<file path="src/rtl/vram_cpu_port_if.sv">
// CPU/video/RAM signal bundle for the VRAM CPU port.
// slave: port side; master: CPU glue, video engine and RAM side.
interface vram_cpu_port_if #(
    parameter int STALL_W = 4,
    parameter int AW      = 14
) ();
    logic               ce;
    logic               cn;
    logic               rd;
    logic [12:0]        va;
    logic               req;
    logic               wr;
    logic [AW-1:0]      ca;
    logic [7:0]         cdi;
    logic [7:0]         cdo;
    logic               ack;
    logic               wait_n;
    logic [STALL_W-1:0] stall;
    logic [AW-1:0]      ma;
    logic [7:0]         mdo;
    logic [7:0]         mdi;
    logic               mwe;

    modport slave (
        input  ce, cn, rd, va,
        input  req, wr, ca, cdi, mdi,
        output cdo, ack, wait_n, stall,
        output ma, mdo, mwe
    );

    modport master (
        output ce, cn, rd, va,
        output req, wr, ca, cdi, mdi,
        input  cdo, ack, wait_n, stall,
        input  ma, mdo, mwe
    );
endinterface

</file>
<file path="src/rtl/vram_cpu_port.sv">
// CPU access port to the 16 KB screen RAM, sharing the bus with video.
// Ports: clock, reset (sync, active-low), bus (vram_cpu_port_if.slave).
module vram_cpu_port #(
    parameter int STALL_W = 4,
    parameter int AW      = 14
) (
    input  logic clock,
    input  logic reset,
    vram_cpu_port_if.slave bus
);
    localparam logic [1:0] IDLE   = 2'd0;
    localparam logic [1:0] WAIT   = 2'd1;
    localparam logic [1:0] ACCESS = 2'd2;
    localparam logic [1:0] DONE   = 2'd3;

    localparam logic [STALL_W-1:0] SMAX = '1;

    logic [1:0]         state_q, state_d;
    logic               armed_q, armed_d;
    logic [AW-1:0]      addr_q,  addr_d;
    logic [7:0]         data_q,  data_d;
    logic               wr_q,    wr_d;
    logic [STALL_W-1:0] stall_q, stall_d;
    logic [7:0]         cdo_q,   cdo_d;

    always_comb begin
        state_d = state_q;
        armed_d = armed_q;
        addr_d  = addr_q;
        data_d  = data_q;
        wr_d    = wr_q;
        stall_d = stall_q;
        cdo_d   = cdo_q;
        if (bus.ce) begin
            unique case (state_q)
                IDLE: begin
                    if (bus.req && armed_q) begin
                        addr_d  = bus.ca;
                        data_d  = bus.cdi;
                        wr_d    = bus.wr;
                        stall_d = '0;
                        armed_d = 1'b0;
                        state_d = bus.cn ? WAIT : ACCESS;
                    end else if (!bus.req) begin
                        // Re-arm only once req is seen low.
                        armed_d = 1'b1;
                    end
                end
                WAIT: begin
                    if (stall_q != SMAX)
                        stall_d = stall_q + 1'b1;
                    if (!bus.cn && !bus.rd)
                        state_d = ACCESS;
                end
                ACCESS: begin
                    // A video fetch holds us here.
                    if (!bus.rd) begin
                        if (!wr_q)
                            cdo_d = bus.mdi;
                        state_d = DONE;
                    end
                end
                DONE: begin
                    state_d = IDLE;
                end
                default: begin
                    state_d = IDLE;
                end
            endcase
        end
    end

    always_ff @(posedge clock) begin
        if (!reset) begin
            state_q <= IDLE;
            armed_q <= 1'b1;
            addr_q  <= '0;
            data_q  <= '0;
            wr_q    <= 1'b0;
            stall_q <= '0;
            cdo_q   <= '0;
        end else begin
            state_q <= state_d;
            armed_q <= armed_d;
            addr_q  <= addr_d;
            data_q  <= data_d;
            wr_q    <= wr_d;
            stall_q <= stall_d;
            cdo_q   <= cdo_d;
        end
    end

    logic in_acc;
    assign in_acc = (state_q == ACCESS);

    assign bus.ma     = in_acc ? addr_q
                               : {{(AW-13){1'b0}}, bus.va};
    assign bus.mwe    = in_acc && wr_q && !bus.rd;
    assign bus.mdo    = data_q;
    assign bus.ack    = (state_q == DONE);
    assign bus.wait_n = (state_q == IDLE) || (state_q == DONE);
    assign bus.stall  = stall_q;
    assign bus.cdo    = cdo_q;
endmodule
</file>
<file path="src/flat_wrapper.sv">
// flat-port wrapper written by rule: the top's interface ports become plain ports
module vram_cpu_port_flat 
#(
    parameter int STALL_W = 4,
    parameter int AW      = 14
)
  (clock, reset, bus_ce, bus_cn, bus_rd, bus_va, bus_req, bus_wr, bus_ca, bus_cdi, bus_mdi, bus_cdo, bus_ack, bus_wait_n, bus_stall, bus_ma, bus_mdo, bus_mwe);
  vram_cpu_port_if #(.STALL_W(STALL_W), .AW(AW)) bus_i ();
  input  logic clock;
  input  logic reset;
  input wire logic [$bits(bus_i.ce)-1:0] bus_ce;
  input wire logic [$bits(bus_i.cn)-1:0] bus_cn;
  input wire logic [$bits(bus_i.rd)-1:0] bus_rd;
  input wire logic [$bits(bus_i.va)-1:0] bus_va;
  input wire logic [$bits(bus_i.req)-1:0] bus_req;
  input wire logic [$bits(bus_i.wr)-1:0] bus_wr;
  input wire logic [$bits(bus_i.ca)-1:0] bus_ca;
  input wire logic [$bits(bus_i.cdi)-1:0] bus_cdi;
  input wire logic [$bits(bus_i.mdi)-1:0] bus_mdi;
  output wire logic [$bits(bus_i.cdo)-1:0] bus_cdo;
  output wire logic [$bits(bus_i.ack)-1:0] bus_ack;
  output wire logic [$bits(bus_i.wait_n)-1:0] bus_wait_n;
  output wire logic [$bits(bus_i.stall)-1:0] bus_stall;
  output wire logic [$bits(bus_i.ma)-1:0] bus_ma;
  output wire logic [$bits(bus_i.mdo)-1:0] bus_mdo;
  output wire logic [$bits(bus_i.mwe)-1:0] bus_mwe;
  assign bus_i.ce = bus_ce;
  assign bus_i.cn = bus_cn;
  assign bus_i.rd = bus_rd;
  assign bus_i.va = bus_va;
  assign bus_i.req = bus_req;
  assign bus_i.wr = bus_wr;
  assign bus_i.ca = bus_ca;
  assign bus_i.cdi = bus_cdi;
  assign bus_i.mdi = bus_mdi;
  assign bus_cdo = bus_i.cdo;
  assign bus_ack = bus_i.ack;
  assign bus_wait_n = bus_i.wait_n;
  assign bus_stall = bus_i.stall;
  assign bus_ma = bus_i.ma;
  assign bus_mdo = bus_i.mdo;
  assign bus_mwe = bus_i.mwe;
  vram_cpu_port #(.STALL_W(STALL_W), .AW(AW)) u_core (.clock(clock), .reset(reset), .bus(bus_i));
endmodule
</file>
<file path="config.mk">
export PLATFORM = sky130hd
export DESIGN_NAME = vram_cpu_port_flat
export DESIGN_NICKNAME = d
export VERILOG_FILES = /design/src/rtl/vram_cpu_port_if.sv /design/src/rtl/vram_cpu_port.sv /design/src/flat_wrapper.sv
export SDC_FILE = /design/constraint.sdc
export NUM_CORES = 1
export LEC_CHECK = 0
export ABC_AREA = 1
export BUFFER_PORTS_ARGS = -buffer_cell sky130_fd_sc_hd__buf_2
export CORE_MARGIN = 2
export CORE_UTILIZATION = 25
export DETAILED_ROUTE_END_ITERATION = 7
export PLACE_DENSITY = 0.54
export SYNTH_ARGS = -nofsm -noshare
export SYNTH_HDL_FRONTEND = slang
export SYNTH_SLANG_ARGS = --single-unit
export TNS_END_PERCENT = 20
</file>
<file path="constraint.sdc">
create_clock -name clock -period 2.04 [get_ports clock]
set_input_delay 0 -clock clock [delete_from_list [all_inputs] [get_ports clock]]
set_output_delay 0 -clock clock [all_outputs]
set_load 0.01 [all_outputs]
</file>
==> out/qor.csv <==
metric,value,unit
status,finished clean,
start_util,0.254,
cts_sinks,38,
cp_cell_sequence,"inv_1, ha_1, buf_4, inv_1, buf_4, nand2_1, nand2_1, buf_2",
synthSimpleGateAreaFrac,0.344,
wl_per_cell,10.7,microns
drc,0,
synthDistinctLibCells,19,
drt_first_pass_iters,4,
finalHoldViolCount,0,
yosysTopAreaCellShare,0.420,
synth_top_area_cell,dfxtp_1,
grt.total_usage,0.129,
fmax,547,MHz
final_nets,434,
layout_common_cells,"86 x buf_2, 61 x nand2_1, 52 x nor2_1",
core-area,0.00714,sq mm
rsz0062_at_grt,false,
synth_area,0.00181,sq mm
synth-xor-area-share,0,
cp.required,2.04,ns
areaGrowthSynthToFinish,52.1,%
finalCriticalPeriod,1.83,ns
die_h,89.1,microns
htreeDepth,2,
wl_met2,2600,microns
startpoint_type,flop,
endpoint_kind,primary output,
crit_buf_inv,5,
dp_slack,0.443,ns
seq_area_frac_synth,0.420,
setup_tns,0,ns
cts-root-buf,clkbuf_8,
crit_slowest_cell,dfxtp_1,
num_rows,31,
grt_pass1_wl,8000,microns
clkLatencyLatePin,0.28,ns
synth-seq-cells,38,
holdWs,0.0850,ns
fin_skew,0.00169,ns
cts_max_path_buffers,2,
final_common_cell,buf_2,
p_leak,1.40,nW
die_area,0.00794,sq mm
fin_ws,0.212,ns
drt_iter0_drc,52,
clkTransAtPathRegs,0.08,ns
worstPathArrival,1.83,ns
grt_max_degree,24,
worst_slew_pin_slew,0.367,ns
p_per_area,685,mW/mm^2
syn_inst,260,
wl_met3,265,microns
cp_max_fo,13,
drive_gt1_frac,0.321,
wl,5110,microns
setup_viol,0,
synth_compound_area_frac,0.120,
io_buffers,86,
syn_avg_cell_area,6.97,sq um
drt-vias-per-instance,4.07,
grt_pass1_vias,1812,
grt-ovfl-total,0,
finalMaxSlewViolations,0,
ys_top_cells_by_area,"dfxtp_1 42%, nand2_1 13%, nor2_1 11%, nor2_2 7.3%, o21ai_1 5.5%",
antenna_found_initial,0,
synth_adder_area_share,0.0345,
dr_total_vias,1951,
muxShareOfSynthArea,0,
cp_top_family,buffers and inverters,
slew-limit-headroom,0.755,
synth_top_family_by_area,simple AND/OR/NAND/NOR gates,
cpPeakStageDelay,0.39,ns
ant_nets,0,
syn_nets,315,
wirelength_met1,2210,microns
dpl-instance-area,0.00233,sq mm
top_layer,met4,
final_area,0.00276,sq mm
cts.repair.resized,0,
ir_drop,0.345,mV
cts-buffers-inserted,5,
ios,87,
cts_tree,done,
min_path_type,input pin to flop,
n_antenna_cell,0,
gp_congestion,0.700,
maxCapViolCount,0,
dp.final_hpwl,3520,microns
synth_warnings,0,
post_cts_buffers,0,
die_w,89.1,microns
period_share,0.896,
path_class,flop to primary output,
==> repair_timing <==
| action | 4_1_cts | 5_1_grt |
|---|---|---|
| hold endpoints to repair | 32 | 0 |
| hold buffers | 32 | 0 |
| endpoints found under the setup margin | 0 | 0 |
==> report_power, final <==
group | internal [W] | switching, W | leakage [nW]
clock network | 0.000360 | 0.000276 | 0.0579
logic | 0.000191 | 0.000233 | 1.04
registers | 0.000797 | 0.0000299 | 0.311
total | 0.00135 | 0.000539 | 1.40
==> worst register-to-register path: stages (launching register included) <==
cell	delay (ns)
dfxtp_1	0.35
inv_1	0.09
ha_1	0.30
nand2_2	0.15
nor2_8	0.22
buf_4	0.25
o21ai_1	0.08
nor2_1	0.09
==> state kept, by name, indices dropped and copies added, names as in the netlist <==
signal,flops
u_core.state_q,2
u_core.bus.cdo,8
u_core.armed_q,1
u_core.bus.mdo,8
u_core.bus.stall,4
u_core.wr_q,1
u_core.addr_q,14
==> cells in the mapped netlist, drive strengths merged <==
master  instances
a21oi           7
buf             7
clkbuf          3
dfxtp          38
ha              5
inv            20
nand2          62
nand3           7
nand4           1
nor2           74
o21a            1
o21ai          35
==> cell type report <==
class / count / area, sq um
Fill cell: 785 / 4380
Multi-Input combinational cell: 192 / 903
Inverter: 20 / 77.6
Clock inverter: 3 / 40.0
Timing Repair Buffer: 122 / 781
Clock buffer: 5 / 68.8
Sequential cell: 38 / 761
Tap cell: 99 / 124
==> cells by family (layout without fill, tap and decap cells) <==
group	after synthesis	in the layout
AO/OA/AOI/OAI	43	43
adder cells (fa/ha/maj)	5	5
buffers and inverters	30	150
flip-flops	38	38
AND/OR/NAND/NOR	144	144
==> metrics by stage <==
step	total power [W]	utilization	std cells
after floorplan	0.00108	-	260
after global placement	0.00122	0.326	439
after global routing	0.00200	0.386	479
after detailed placement	0.00122	0.326	439
after CTS	0.00192	0.386	479
final	0.00189	0.386	479
==> worst paths after layout <==
path                           from                  end  slack, ns  cells after the start
setup / recovery  u_core.state_q[0]            bus_ma[0]       0.21                      8
setup reg to reg  u_core.state_q[0]     u_core.addr_q[2]       0.44                      7
hold / removal                reset  u_core.bus.stall[3]       0.09                      3
hold reg to reg      u_core.armed_q       u_core.armed_q       0.48                      2
==> metal layers <==
metal | vias to the layer above | global-route usage
li1 | 1046 | -
met1 | 847 | 0.147
met2 | 54 | 0.244
met3 | 4 | 0.0295
met4 | 0 | 0.0285
met5 | - | 0
Note: power is estimated with default switching activity, not from simulation.
